`src/rtl/uart_tx_arbiter.sv`:
```
// Round-robin arbiter that shares one uart transmitter between NUM_REQ
// requesters. It accepts one frame at a time and gates each new frame on cts_n.
// It pulses start_tx and then waits for tx_done. The frame is aborted with a
// sticky error flag if tx_done does not arrive within TIMEOUT_CYC cycles.
module uart_tx_arbiter #(
  parameter int NUM_REQ     = 4,
  parameter int DATA_W      = 8,
  parameter int TIMEOUT_CYC = 65535
) (
  input  logic                       clk,
  input  logic                       reset_n,
  input  logic [NUM_REQ-1:0]         req_valid,
  input  logic [NUM_REQ*DATA_W-1:0]  req_data,
  output logic [NUM_REQ-1:0]         req_ready,
  input  logic                       cts_n,
  output logic [DATA_W-1:0]          tx_data,
  output logic                       start_tx,
  input  logic                       tx_done,
  output logic [$clog2(NUM_REQ)-1:0] grant_id,
  output logic                       busy,
  output logic                       frame_done,
  output logic                       timeout_err,
  input  logic                       err_clr
);

  localparam int ID_W  = $clog2(NUM_REQ);
  localparam int CNT_W = $clog2(TIMEOUT_CYC);
  localparam logic [ID_W-1:0]  LAST_ID = ID_W'(NUM_REQ - 1);
  localparam logic [CNT_W-1:0] CNT_MAX = CNT_W'(TIMEOUT_CYC - 1);

  typedef enum logic [1:0] {
    IDLE  = 2'd0,
    START = 2'd1,
    WAIT  = 2'd2
  } state_t;

  state_t            state;
  state_t            next_state;
  logic [ID_W-1:0]   rr_ptr;
  logic [CNT_W-1:0]  cnt;
  logic              win_found;
  logic [ID_W-1:0]   win_id;
  logic [DATA_W-1:0] win_data;
  int                idx;
  logic              accept;
  logic              wait_done;
  logic              wait_expire;
  logic              frame_end;

  // Round-robin search: first valid requester at or after rr_ptr, with wrap-around
  always_comb begin
    win_found = 1'b0;
    win_id    = '0;
    idx       = 0;
    for (int k = 0; k < NUM_REQ; k++) begin
      idx = int'(rr_ptr) + k;
      if (idx >= NUM_REQ) idx = idx - NUM_REQ;
      if (!win_found && req_valid[ID_W'(idx)]) begin
        win_found = 1'b1;
        win_id    = ID_W'(idx);
      end
    end
  end

  // Select the payload of the current winner
  always_comb begin
    win_data = '0;
    for (int k = 0; k < NUM_REQ; k++) begin
      if (win_id == ID_W'(k)) win_data = req_data[k*DATA_W +: DATA_W];
    end
  end

  // A tx_done arriving on the expiry cycle takes priority, so that frame still counts as a success
  assign accept      = (state == IDLE) && !cts_n && win_found;
  assign wait_done   = (state == WAIT) && tx_done;
  assign wait_expire = (state == WAIT) && !tx_done && (cnt == CNT_MAX);
  assign frame_end   = wait_done || wait_expire;

  // State register
  always_ff @(posedge clk) begin
    if (!reset_n) state <= IDLE;
    else          state <= next_state;
  end

  // Next-state logic; cts_n only matters when choosing to start a new frame
  always_comb begin
    next_state = state;
    unique case (state)
      IDLE:    if (accept) next_state = START;
      START:   next_state = WAIT;
      WAIT:    if (frame_end) next_state = IDLE;
      default: next_state = IDLE;
    endcase
  end

  // FSM outputs: the accept strobe goes only to the winner, while idle
  always_comb begin
    req_ready = '0;
    if (accept) req_ready[win_id] = 1'b1;
    start_tx  = (state == START);
    busy      = (state == START) || (state == WAIT);
  end

  // Latch the winning payload and owner; both are held until the next accept
  always_ff @(posedge clk) begin
    if (!reset_n) begin
      tx_data  <= '0;
      grant_id <= '0;
    end else if (accept) begin
      tx_data  <= win_data;
      grant_id <= win_id;
    end
  end

  // Frame timer, pointer advance, completion pulse and sticky timeout flag
  always_ff @(posedge clk) begin
    if (!reset_n) begin
      cnt         <= '0;
      rr_ptr      <= '0;
      frame_done  <= 1'b0;
      timeout_err <= 1'b0;
    end else begin
      if (state == START)     cnt <= '0;
      else if (state == WAIT) cnt <= cnt + 1'b1;
      if (frame_end) rr_ptr <= (grant_id == LAST_ID) ? '0 : grant_id + 1'b1;
      frame_done <= wait_done;
      if (wait_expire)  timeout_err <= 1'b1;
      else if (err_clr) timeout_err <= 1'b0;
    end
  end

endmodule

```
`config.mk`:
```
export PLATFORM = sky130hd
export DESIGN_NAME = uart_tx_arbiter
export DESIGN_NICKNAME = d
export VERILOG_FILES = /design/src/rtl/uart_tx_arbiter.sv
export SDC_FILE = /design/constraint.sdc
export NUM_CORES = 1
export LEC_CHECK = 0
export ABC_AREA = 1
export BUFFER_PORTS_ARGS = -buffer_cell sky130_fd_sc_hd__buf_2
export CAP_MARGIN = 5
export CELL_PAD_IN_SITES_DETAIL_PLACEMENT = 1
export CELL_PAD_IN_SITES_GLOBAL_PLACEMENT = 1
export CORE_MARGIN = 2
export CORE_UTILIZATION = 32
export CTS_CLUSTER_SIZE = 16
export DETAILED_ROUTE_END_ITERATION = 12
export PLACE_DENSITY_LB_ADDON = 0.15
export SKIP_CTS_REPAIR_TIMING = 1
export SYNTH_ARGS = -nofsm -noshare
export SYNTH_HDL_FRONTEND = slang
export SYNTH_SLANG_ARGS = --single-unit
```
`constraint.sdc`:
```
create_clock -name clk -period 1.74 [get_ports clk]
set_input_delay 0.261 -clock clk [delete_from_list [all_inputs] [get_ports clk]]
set_output_delay 0.261 -clock clk [all_outputs]
set_load 0.005 [all_outputs]
```
==> impl_metrics.ini <==
[setup_path]
critPathKind = flip-flop to output port
rr_endpoint = tx_data[1]$_SDFFE_PN0N_
cp-endpoint = req_ready[1]
timing.rr.start = rr_ptr[0]$_SDFFE_PN0P_
startpoint = rr_ptr[0]$_SDFFE_PN0P_
critPathArrivalTime_ps = 1900
worst-path-max-fanout = 6
required_ps = 1480
reg2reg_depth = 16
ff2ff_setup_slack_ps = -280
endpoint_kind = output port
critPathLaunchType = flip-flop

[yosys]
avgSynthCellArea_um2 = 6.41
yosysMostFrequentCell = nand2_1
synth_area_leaders = dfxtp_1 (31%), nand2_1 (17%), inv_1 (6.8%), nor2_1 (6.4%), a21oi_1 (5.6%)
synth_top_area_share_pct = 31.1
yosys_register_bits = 32
yosysSeqAreaShare_pct = 31.1
synthesis.area_um2 = 2060
synth_top_area_cell = dfxtp_1
syn_nets = 369
synth-edff-count = 0
ys.warnings.count = 0
synth-main-ff-cell = dfxtp_1
synthDistinctLibCells = 29
synth_common_cells = nand2_1 (93), inv_1 (37), nor2_1 (35)
synthArstFlopShare_pct = 0
synthCells = 321

[clocking]
clkTransAtPathRegs_ps = 70
clkSinkCount = 32
cts_made_buffers = 5
cts-root-buf = clkbuf_8
clk_latency_ps = 290
cts_tree = yes
cts_max_level = 2
clockBufferDepth = 2

[drt]
ant_nets = 0
drc = 0
dr_total_vias = 2482
wl_per_cell_um = 14.9
drt-pass1-iter-count = 4
drt-initial-drc-count = 62
drt-total-wl_mm = 7.67
vias_per_cell = 4.84

[sta]
hold_viol_final = 0
rsz0062_at_grt = true
max_slew_margin_pct = 83.0
drv_slew = 0
fmax_ghz = 0.463
worst_slew_pin_slew_ps = 253
setup_violations = 16
worst_hold_slack_ps = 236
clock_skew_ps = 8.34
fin_crit_ps = 2160
layout_setup_ws_ps = -421
finalCritPeriodShare_pct = 124

[floorplanning]
design.die.area_um2 = 7090
core_area_um2 = 6280
rows = 29
start_util_pct = 32.8
die_y_um = 84.2
die_w_um = 84.2
ios = 59

[global_routing]
track_usage_pct = 18.2
grt_max_degree = 12
grt_overflow = 0
antenna_found_initial = 0
grt_pass1_wl_mm = 10.7
first_global_vias = 2450

[place]
port_buffers = 58
gp_congestion = 0.762
dpl.hpwl_mm = 5.01
dpl-instance-area_um2 = 2710

[final_layout]
antenna_cells = 0
utilization_pct = 53.9
syn2layout_area_growth_pct = 64.5
nNetsFinal = 483
drive_gt1_share_pct = 50.9
fin_area_um2 = 3380

[min_path]
hp-class = input pin to flip-flop

[outcome]
violations = negative setup slack
status = complete, but fails checks

[power]
max-vdd-ir-drop_uv = 536
cellPowerDensity_nw_per_um2 = 1110
finalPower_uw = 3750
p_leak_uw = 0.00163

[job]
drv_cap = 0
[how the worst min path moves through the flow]
stage | startpoint | to | cells after the start | slack [ps]
floorplan | tx_done | frame_done$_SDFF_PN0_ | 2 | 380
global placement | cnt[7]$_SDFFE_PP0N_ | cnt[7]$_SDFFE_PP0N_ | 2 | 450
detailed placement | cnt[7]$_SDFFE_PP0N_ | cnt[7]$_SDFFE_PP0N_ | 2 | 470
CTS | tx_done | frame_done$_SDFF_PN0_ | 3 | 230
global route | tx_done | frame_done$_SDFF_PN0_ | 3 | 240
finish | tx_done | frame_done$_SDFF_PN0_ | 3 | 240
[cell type report]
type                    count  area, um^2
clock inverters             1        30.0
inverters                  40         163
repair buffers            115         796
clock buffers               7        96.3
fillers                   820        2890
flip-flops and latches     32         658
well taps                  77        96.3
multi-input cells         241        1540
[sequential cells by signal, summed over array words and instances, names as in the netlist]
signal,flops
timeout_err,1
grant_id,2
state,2
rr_ptr,2
frame_done,1
cnt,16
tx_data,8
[logic make-up after synthesis]
| group | after synthesis | share of synthesized area, % |
|---|---|---|
| AND/OR/NAND/NOR | 187 | 41.8 |
| buffers and inverters | 48 | 10.4 |
| AO/OA/AOI/OAI | 47 | 12.3 |
| flip-flops | 32 | 31.1 |
| adder cells (fa/ha/maj) | 7 | 4.26 |
[cell usage in the layout (no fill, tap or decap), types with 10 or more instances in the layout]
cell and n:
buf_2 58, nand2_1 65, inv_1 32, nor2_1 28, o21ai_0 10, a21oi_1 17, nand2_2 20, buf_4 47
dfxtp_1 24, nand2_4 19, nand3_1 16
[worst max-delay path, stage by stage (launching register included)]
cell,delay [ps]
dfxtp_4,380
buf_12,140
nand2_2,60
nand2_2,90
nand2_4,80
nand2_4,60
nor2_4,140
nand3_2,80
nand2_2,90
nand2_4,100
inv_4,90
nand2_4,50
nor2_1,100
buf_2,140
[through the flow]
step	setup TNS [ps]	std cells	setup slack [ps]
2_1_floorplan	0	321	1.59
3_3_place_gp	-983	489	-126
3_5_place_dp	-1860	489	-193
4_1_cts	-3470	497	-508
5_1_grt	-5700	513	-526
6_report	-3480	513	-421
[routing by layer]
| metal | track usage, % | routed length [um] |
|---|---|---|
| met5 | 0 | 0 |
| met4 | 3.08 | 86 |
| met3 | 4.52 | 316 |
| met2 | 32.4 | 4060 |
| met1 | 22.4 | 3200 |
[where the power goes]
part	internal [uW]	switching [uW]
Sequential	836	79.3
Clock	506	301
Combinational	925	1100
Note: power is estimated with default switching activity, not from simulation.
